===== config.mk =====
export PLATFORM = sky130hd
export DESIGN_NAME = crop_frame_arbiter
export DESIGN_NICKNAME = d
export VERILOG_FILES = /design/src/rtl/crop_frame_arbiter.sv
export SDC_FILE = /design/constraint.sdc
export NUM_CORES = 1
export LEC_CHECK = 0
export ABC_CLOCK_PERIOD_IN_PS = 4300
export CORE_ASPECT_RATIO = 0.6
export CORE_MARGIN = 2
export CORE_UTILIZATION = 41
export CTS_CLUSTER_SIZE = 14
export DETAILED_ROUTE_END_ITERATION = 16
export PLACE_DENSITY_LB_ADDON = 0.15
export SYNTH_ARGS = -nofsm -noshare
export SYNTH_HDL_FRONTEND = slang
export SYNTH_SLANG_ARGS = --single-unit

===== constraint.sdc =====
create_clock -name clk -period 4.3 [get_ports clk]
set_clock_uncertainty 0.05 [all_clocks]
set_input_delay 0.645 -clock clk [delete_from_list [all_inputs] [get_ports clk]]
set_output_delay 0.645 -clock clk [all_outputs]
set_load 0.02 [all_outputs]

===== src/rtl/crop_frame_arbiter.sv =====
// Frame-granular round-robin arbiter that feeds two camera pixel streams into one crop filter.
// A grant lasts exactly IN_ROWS*IN_COLS accepted beats, so downstream counters always see whole frames.
module crop_frame_arbiter #(
    parameter int PIXEL_BIT_WIDTH = 12,
    parameter int IN_ROWS         = 40,
    parameter int IN_COLS         = 40
) (
    input  logic                       clk,
    input  logic                       reset,
    input  logic                       arb_en,
    input  logic [PIXEL_BIT_WIDTH-1:0] s0_pixel,
    input  logic                       s0_valid,
    output logic                       s0_ready,
    input  logic [PIXEL_BIT_WIDTH-1:0] s1_pixel,
    input  logic                       s1_valid,
    output logic                       s1_ready,
    output logic [PIXEL_BIT_WIDTH-1:0] m_pixel,
    output logic                       m_valid,
    input  logic                       m_ready,
    output logic                       m_src,
    output logic                       busy,
    output logic                       frame_done
);
    localparam int FRAME_PIXELS = IN_ROWS * IN_COLS;
    localparam int CNT_W        = $clog2(FRAME_PIXELS + 1);

    typedef enum logic {IDLE, GRANT} state_t;

    state_t           state, state_nxt;
    logic             grant_id, grant_nxt, last_grant;
    logic [CNT_W-1:0] cnt;
    logic             sel_valid, beat, frame_end, pick;

    // Handshake is derived from inputs and registered state only, keeping the
    // counter/next-state path independent of the output mux.
    assign sel_valid = grant_id ? s1_valid : s0_valid;
    assign beat      = (state == GRANT) && sel_valid && m_ready;
    assign frame_end = beat && (cnt == CNT_W'(FRAME_PIXELS - 1));
    assign pick      = (s0_valid && s1_valid) ? ~last_grant : s1_valid;
    assign m_src     = grant_id;

    always_comb begin
        state_nxt = state;
        grant_nxt = grant_id;
        m_pixel   = '0;
        m_valid   = 1'b0;
        s0_ready  = 1'b0;
        s1_ready  = 1'b0;
        busy      = 1'b0;
        case (state)
            IDLE: begin
                if (arb_en && (s0_valid || s1_valid)) begin
                    state_nxt = GRANT;
                    grant_nxt = pick;
                end
            end
            GRANT: begin
                busy     = 1'b1;
                m_pixel  = grant_id ? s1_pixel : s0_pixel;
                m_valid  = sel_valid;
                s0_ready = ~grant_id & m_ready;
                s1_ready = grant_id & m_ready;
                if (frame_end) state_nxt = IDLE;
            end
            default: state_nxt = IDLE;
        endcase
    end

    always_ff @(posedge clk) begin
        if (reset) begin
            state      <= IDLE;
            grant_id   <= 1'b0;
            last_grant <= 1'b1;
            cnt        <= '0;
            frame_done <= 1'b0;
        end else begin
            state      <= state_nxt;
            grant_id   <= grant_nxt;
            frame_done <= frame_end;
            if (frame_end) begin
                cnt        <= '0;
                last_grant <= grant_id;
            end else if (beat) begin
                cnt <= cnt + 1'b1;
            end
        end
    end
endmodule

==> summary.txt, run 1 <==
Run status
  • Outcome: finished clean

Route
  • ANT nets after route: 0
  • Via count: 998
  • Initial drt markers: 49
  • Met3 WL: 189 um
  • DRC violations left: 0
  • Met1 WL: 1200 um
  • Via density per instance: 5.31
  • Metal2 WL: 1270 um
  • Top routing layer used: met4
  • Routed length per placed instance: 14.3 um
  • Routed wire length: 2700 um
  • Router iterations before antenna repair: 4

Placement
  • Post-Place Worst Slack: 1.17 ns
  • DP Area: 1380 um2
  • Final Wtd Congestion: 0.807
  • Detailed placer's ending HPWL: 2070 um
  • PortBufs: 47

Job
  • Max Cap Violations: 0

STA
  • Slew Limit Headroom: 35.8%
  • Final hold vios: 0
  • Fin crit period: 3.21 ns
  • Final count of pins violating max slew: 0
  • Hold slack: 0.468 ns
  • Setup violations, final: 0
  • Crit share post-route: 74.6%
  • Slew @ Worst Pin: 0.936 ns
  • Final worst setup slack: 1.09 ns
  • RSZ-0062 raised after global routing: no
  • Fmax: 312 MHz
  • Post-route setup TNS: 0 ns

Logic synthesis
  • Multiplexer area fraction after synthesis: 15.7%
  • Post-Syn Instances: 111
  • Synth Area in XOR/XNOR: 7.85%
  • Synthesized area: 892 um2
  • Sequential share of the synthesized area: 33.7%
  • Count of cell types in the netlist: 25
  • Syn Area/Cell: 8.04 um2
  • YS warnings: 0
  • Synth Area in Adders: 1.40%
  • Post-synth top area cell: dfxtp_1
  • Yosys reg bits: 15
  • Synth Area in Compound Gates: 6.59%
  • Post-synth top area share: 33.7%
  • Simple-Gate Fraction of Synth Area: 30.9%
  • Top post-synthesis cells by area: dfxtp_1, mux2i_1, nor2_1, xnor2_1, nand4_1
  • Largest family of logic cells by synthesized area: simple AND/OR/NAND/NOR gates
  • Post-Syn Nets: 142

GRT
  • GRT Total Usage: 19.6%
  • First-pass GRT wire length: 3770 um
  • Number of global-route vias before repair: 784
  • Initial antenna violation count: 0
  • Pin count of the biggest net entering global routing: 19
  • Gr ovfl total: 0

Clocking
  • CTS Buf Count: 3
  • CTS tree: done
  • H-tree levels: 1
  • Root Buffer: clkbuf_4
  • Clk Latency, worst-skew pair: 0.29 ns
  • Postcts setup bufs: 0
  • CTS Sinks: 15
  • Clock transition at path regs: 0.08 ns
  • Clk buf depth: 2
  • Hold Buf Count CTS: 0
  • Post-cts repair resize count: 0

Worst setup path
  • Critical path class: in2out
  • CP top delay family: buffers and inverters
  • CP max stage delay: 0.76 ns
  • Critical Path Fanout Max: 12
  • CP Launch Type: input port
  • Worst Path Buf+Inv: 2
  • Cell mode on critical path: clkdlybuf4s50_1
  • WP data required: 3.61 ns
  • Worst path slowest cell: mux2i_1
  • CP Data Arrival Time: 2.51 ns
  • Worst path cell trace: clkdlybuf4s50_1 -> mux2i_1 -> nor2_1 -> clkdlybuf4s50_1
  • Crit end category: output port

Power and ir drop
  • Sw Pwr: 0.0917 mW
  • Sw Share: 28.6%
  • Peak VDD IR: 0.000150 V
  • LEAKAGE: 0.467 nW
  • Share of total power in the clock network: 25.0%
  • Int Pwr: 0.229 mW
  • Comb power frac: 30.2%
  • Sequential share of power: 44.8%
  • PD cells: 228 nW/um2

Die
  • Die Area: 2580 um2
  • Die Height: 40.1 um
  • Die X: 64.2 um
  • Core ar.: 2110 um2
  • Std cell rows: 13
  • I/O pin count: 48
  • Initial core utilization: 42.2%

Finish
  • Register Area: 300 um2
  • Most common cell after layout, fill and taps aside: clkdlybuf4s50_1
  • Final net count: 190
  • Most frequent cells in the layout: clkdlybuf4s50_1, nor2_1, dfxtp_1, mux2i_1, xnor2_1
  • Area taken by multi-input logic gates: 557 um2
  • Area Overhead vs Synth: 57.6%
  • Post-route design area: 1410 um2
  • Share of layout cells above drive strength 1: 3.16%
  • Fillers: 167
  • Number of diodes: 0

Hold path
  • Hold crit path type: reg2reg
==> worst reg2reg max path: cells and delay by family (launching register included) <==
family | cells | cell delay [ns]
compound gates | 2 | 0.66
buf+inv | 1 | 0.27
flops | 1 | 0.32
mux | 1 | 0.83
simple gates | 1 | 0.25
==> metal layers <==
layer | global-route usage (%) | up-vias
met5 | 0 | -
met2 | 31.3 | 40
met4 | 3.19 | 0
met3 | 5.90 | 11
met1 | 27.1 | 459
li1 | - | 488
==> stage by stage <==
stage | util [%] | cells | power [mW]
final | 66.5 | 188 | 0.321
after global routing | 66.5 | 188 | 0.335
after CTS | 66.5 | 188 | 0.323
after detailed placement | 65.3 | 184 | 0.244
after global placement | 65.3 | 184 | 0.241
after floorplan | - | 111 | 0.189
==> path summary, 6_finish.rpt <==
path / start / end / slack (ns) / cells after the start
setup / recovery: s1_valid / m_valid / 1.09 / 4
hold / removal: cnt[1] / cnt[1] / 0.47 / 2
setup reg to reg: m_src / state / 1.85 / 5
hold reg to reg: cnt[1] / cnt[1] / 0.47 / 2
==> area by class of cell <==
cell class / instances / share of cell area [%]
inverters: 2 / 0.534
multi-input cells: 89 / 39.6
repair buffers: 48 / 34.0
flip-flops and latches: 15 / 21.4
clock buffers: 4 / 1.87
well taps: 30 / 2.67
==> flip-flops by register name, summed over array words and instances (netlist names) <==
| register | flops |
|---|---|
| frame_done | 1 |
| m_src | 1 |
| cnt | 11 |
| state | 1 |
| last_grant | 1 |
==> cells in the mapped netlist <==
cell type,n
nand2_1,5
nor4_1,4
a21oi_1,3
nand3_1,3
xnor2_1,8
dfxtp_1,15
buf_6,1
inv_1,2
nand4_1,6
nor2_1,26
nor4b_1,1
a32oi_1,1
or3_1,3
a41o_1,1
o21ai_0,5
clkbuf_1,3
or4_4,1
nor2b_1,1
buf_2,1
mux2i_1,14
ha_1,1
nor3_1,3
and3_1,1
or4_1,1
nor3b_1,1
==> power groups by stage <==
stage / Sequential [mW] / Clock, mW / Combinational, mW
6_report: 0.144 / 0.0803 / 0.0971
5_1_grt: 0.144 / 0.0868 / 0.104
3_3_place_gp: 0.147 / 0 / 0.0943
2_1_floorplan: 0.148 / 0 / 0.0411
3_5_place_dp: 0.147 / 0 / 0.0965
4_1_cts: 0.144 / 0.0821 / 0.0972
==> kinds of logic (layout without fill, tap and decap cells) <==
| group | count (synthesis) | in the layout |
|---|---|---|
| and+or+nand+nor | 56 | 56 |
| muxes | 14 | 14 |
| AOI/OAI and AO/OA | 10 | 10 |
| buffers and inverters | 7 | 54 |
| DFF | 15 | 15 |
| xor gates and xnor gates | 8 | 8 |
| adders and majority gates | 1 | 1 |
Note: power is estimated with default switching activity, not from simulation.
==> run 2, diff against run 1 <==
ABC_CLOCK_PERIOD_IN_PS = 3000   (was 4300)
CORE_UTILIZATION = 38   (was 41)
clock period = 3 ns   (was 4.3 ns; I/O delays follow)
==> summary.txt, run 2 (synthesis results as in run 1) <==
Clocking
  • CTS Buf Count: 3
  • Clock transition at path regs: 0.05 ns
  • Clk Latency, worst-skew pair: 0.24 ns
  • CTS tree: done
  • Clk buf depth: 2
  • Post-cts repair resize count: 0
  • CTS Sinks: 15
  • Hold Buf Count CTS: 0
  • Root Buffer: clkbuf_8
  • H-tree levels: 1
  • Postcts setup bufs: 0

STA
  • Fin crit period: 2.82 ns
  • Final hold vios: 0
  • Slew @ Worst Pin: 0.927 ns
  • Hold slack: 0.461 ns
  • Final count of pins violating max slew: 0
  • RSZ-0062 raised after global routing: no
  • Fmax: 354 MHz
  • Crit share post-route: 94.1%
  • Post-route setup TNS: 0 ns
  • Setup violations, final: 0
  • Final worst setup slack: 0.178 ns
  • Slew Limit Headroom: 36.4%

Worst setup path
  • CP top delay family: buffers and inverters
  • CP Launch Type: input port
  • WP data required: 2.50 ns
  • Critical Path Fanout Max: 12
  • Worst Path Buf+Inv: 2
  • Worst path cell trace: clkdlybuf4s50_1 -> mux2i_1 -> nor2_1 -> clkdlybuf4s50_1
  • CP max stage delay: 0.75 ns
  • Critical path class: in2out
  • Worst path slowest cell: mux2i_1
  • Cell mode on critical path: clkdlybuf4s50_1
  • CP Data Arrival Time: 2.32 ns
  • Crit end category: output port

Route
  • Router iterations before antenna repair: 4
  • Via count: 961
  • Routed wire length: 2620 um
  • DRC violations left: 0
  • Initial drt markers: 65
  • Via density per instance: 5.11
  • Routed length per placed instance: 13.9 um
  • ANT nets after route: 0

Die
  • Die Area: 2760 um2
  • Std cell rows: 13
  • I/O pin count: 48
  • Core ar.: 2200 um2
  • Die Height: 41.5 um
  • Die X: 66.6 um
  • Initial core utilization: 40.6%

Finish
  • Most common cell after layout, fill and taps aside: clkdlybuf4s50_1
  • Biggest register: cnt
  • Final net count: 190
  • Share of layout cells above drive strength 1: 3.16%
  • Utilization after layout: 64.9%
  • Number of diodes: 0
  • Post-route design area: 1430 um2
  • Most frequent cells in the layout: clkdlybuf4s50_1, nor2_1, dfxtp_1, mux2i_1, xnor2_1
  • Max reg flops: 11
  • Area Overhead vs Synth: 59.7%
  • Cell Count, Final, Fillers Out: 188

Placement
  • PortBufs: 47
  • Post-Place Worst Slack: 0.228 ns
  • DP Area: 1380 um2
  • Placed insts: 184
  • Final Wtd Congestion: 0.831
  • Detailed placer's ending HPWL: 1950 um

GRT
  • Initial antenna violation count: 0
  • GRT Total Usage: 20.9%
  • Gr ovfl total: 0
  • Number of global-route vias before repair: 969
  • First-pass GRT wire length: 4540 um
  • Pin count of the biggest net entering global routing: 18

Power and ir drop
  • LEAKAGE: 0.475 nW
  • Peak VDD IR: 0.000296 V
  • PD cells: 353 nW/um2
  • Post-layout power: 0.503 mW

Hold path
  • Hold crit path type: reg2reg

Run status
  • Outcome: finished clean

Job
  • Max Cap Violations: 0
-- run 2: layer usage --
| layer | GRT usage [%] | share of wire [%] | up-vias |
|---|---|---|---|
| li1 | - | - | 491 |
| met1 | 26.1 | 46 | 439 |
| met2 | 34.0 | 47 | 25 |
| met3 | 7.05 | 4.7 | 6 |
| met4 | 6.53 | 1.5 | 0 |
| met5 | 0 | 0 | - |
-- run 2: cell type report --
cell class / count / area (um2)
Tap cell: 30 / 37.5
Sequential cell: 15 / 300
Multi-Input combinational cell: 89 / 557
Timing Repair Buffer: 48 / 478
Clock buffer: 4 / 45.0
Inverter: 2 / 7.51
Fill cell: 196 / 771
-- run 2: path summary, 6_finish.rpt --
kind	startpoint	slack [ns]	cells past startpoint	end
max reg2reg	m_src	0.86	4	state
min reg2reg	cnt[1]	0.46	2	cnt[1]
min	cnt[1]	0.46	2	cnt[1]
max	s1_valid	0.18	4	m_valid
-- run 2: report_power, final --
group          leakage, nW  switching [mW]  internal (mW)  total [mW]
registers            0.121         0.00448          0.202       0.207
logic                0.331          0.0632         0.0752       0.138
clock network       0.0228          0.0640         0.0940       0.158
total                0.475           0.132          0.372       0.503
-- run 2: tightest hold or removal path, stage by stage, from the launching register on --
cell and delay [ns]:
dfxtp_1 0.32, o21ai_0 0.08, a21oi_1 0.06
==> run 3, diff against run 2 <==
GPL_TIMING_DRIVEN = 0   (was unset)
==> summary.txt, run 3 (synthesis results as in run 1) <==
STA
  • Fin crit period: 2.69 ns
  • Crit share post-route: 89.6%
  • Slew @ Worst Pin: 0.666 ns
  • Fmax: 372 MHz
  • Final hold vios: 0
  • RSZ-0062 raised after global routing: no
  • Setup violations, final: 0
  • Final count of pins violating max slew: 0
  • Slew Limit Headroom: 55.2%
  • Post-route setup TNS: 0 ns

Clocking
  • CTS Buf Count: 3
  • H-tree levels: 1
  • CTS Sinks: 15
  • Post-cts repair resize count: 0
  • Hold Buf Count CTS: 0
  • CTS tree: done
  • Clk buf depth: 2
  • Clk Latency, worst-skew pair: 0.25 ns
  • Root Buffer: clkbuf_8
  • Postcts setup bufs: 0
  • Clock transition at path regs: 0.06 ns

Worst setup path
  • Reg2reg end: cnt[8]
  • R2r startpoint: state
  • Critical Path Fanout Max: 10
  • CP Data Arrival Time: 2.19 ns
  • Reg2reg path depth: 5
  • FF-to-FF setup slack: 0.89 ns
  • Critical path class: in2out
  • CP Launch Type: input port
  • Crit end category: output port
  • WP data required: 2.50 ns

GRT
  • GRT met1 Usage: 26.5%
  • GR peak layer: met2
  • Initial antenna violation count: 0
  • Pin count of the biggest net entering global routing: 11
  • GRT Total Usage: 19.8%
  • GR Layer Usage met3: 5.69%
  • First-pass GRT wire length: 4300 um
  • Number of global-route vias before repair: 914
  • GR Util met2: 32.0%
  • Gr ovfl total: 0

Die
  • Die Area: 2760 um2
  • Std cell rows: 13
  • Initial core utilization: 40.6%
  • Core ar.: 2200 um2
  • Die X: 66.6 um
  • Die Height: 41.5 um
  • I/O pin count: 48

Route
  • Routed length per placed instance: 13.5 um
  • Router iterations before antenna repair: 4
  • ANT nets after route: 0
  • Via count: 998
  • Initial drt markers: 121
  • Via density per instance: 5.20
  • DRC violations left: 0
  • Routed wire length: 2600 um

Finish
  • Area Overhead vs Synth: 62.1%
  • Register Area: 300 um2
  • Share of layout cells above drive strength 1: 4.32%
  • Max reg flops: 11
  • Area taken by multi-input logic gates: 557 um2
  • Biggest register: cnt
  • Most common cell after layout, fill and taps aside: clkdlybuf4s50_1
  • Cell Count, Final, Fillers Out: 192
  • Post-route design area: 1450 um2
  • Final net count: 194
  • Number of diodes: 0
  • Most frequent cells in the layout: clkdlybuf4s50_1, nor2_1, dfxtp_1, mux2i_1, xnor2_1
  • Fillers: 181

Power and ir drop
  • Peak VDD IR: 0.000295 V
  • PD cells: 354 nW/um2
  • LEAKAGE: 0.486 nW

Hold path
  • Hold depth: 2
  • Hold path start: cnt[1]
  • Hold crit path type: reg2reg
  • Worst Hold End: cnt[1]

Placement
  • DP Area: 1400 um2
  • Detailed placer's ending HPWL: 2120 um
  • Final Wtd Congestion: 0.853
  • PortBufs: 47
  • Placed insts: 188

Run status
  • Outcome: finished clean

Job
  • Max Cap Violations: 0
run 3: changes by cell type in the layout (fill, tap and decap cells not counted):
cell	previous run	this run
buf_4	1	0
clkinv_2	0	1
buf_6	0	1
clkbuf_1	1	3
buf_2	0	1
run 3: area by class of cell:
cell class	count	area share (%)
buffer	5	1.90
clock buffer	3	2.85
clock inverter	1	0.346
inverter	2	0.519
multi-input combinational	89	38.5
sequential	15	20.8
tap	30	2.60
timing repair buffer	47	32.5
run 3: through the flow:
step | util, % | setup WS [ns] | total power [mW] | hold slack, ns
final | 65.9 | 0.312 | 0.512 | 0.452
after global routing | 65.9 | 0.210 | 0.537 | 0.479
after CTS | 65.9 | 0.330 | 0.517 | 0.454
after detailed placement | 63.8 | 0.336 | 0.352 | 0.446
after global placement | 63.8 | 0.361 | 0.350 | 0.432
after floorplan | - | 1.09 | 0.272 | 0.421
run 3: layer usage:
| metal | part of all wire [%] | up-vias |
|---|---|---|
| met4 | 0 | 0 |
| met2 | 49 | 37 |
| li1 | - | 502 |
| met1 | 44 | 459 |
| met5 | 0 | - |
| met3 | 6.7 | 0 |
run 3: critical path, stage by stage:
cell and delay [ns]:
clkdlybuf4s50_1 0.47, mux2i_1 0.28, clkbuf_1 0.36, nor2_1 0.08, clkdlybuf4s50_1 0.55
run 3: where the power goes:
group / internal [mW] / total [mW] / switching, mW
registers: 0.202 / 0.207 / 0.00436
logic: 0.0773 / 0.141 / 0.0638
clock network: 0.0920 / 0.165 / 0.0727
run 3: how the worst max path moves through the flow:
stage,from,endpoint,depth (start not counted)
after floorplan,m_src,m_pixel[10],4
after global placement,s0_valid,m_valid,5
after detailed placement,s0_valid,m_valid,5
after CTS,s0_valid,m_valid,5
after global routing,m_src,m_pixel[9],5
final,s0_valid,m_valid,5
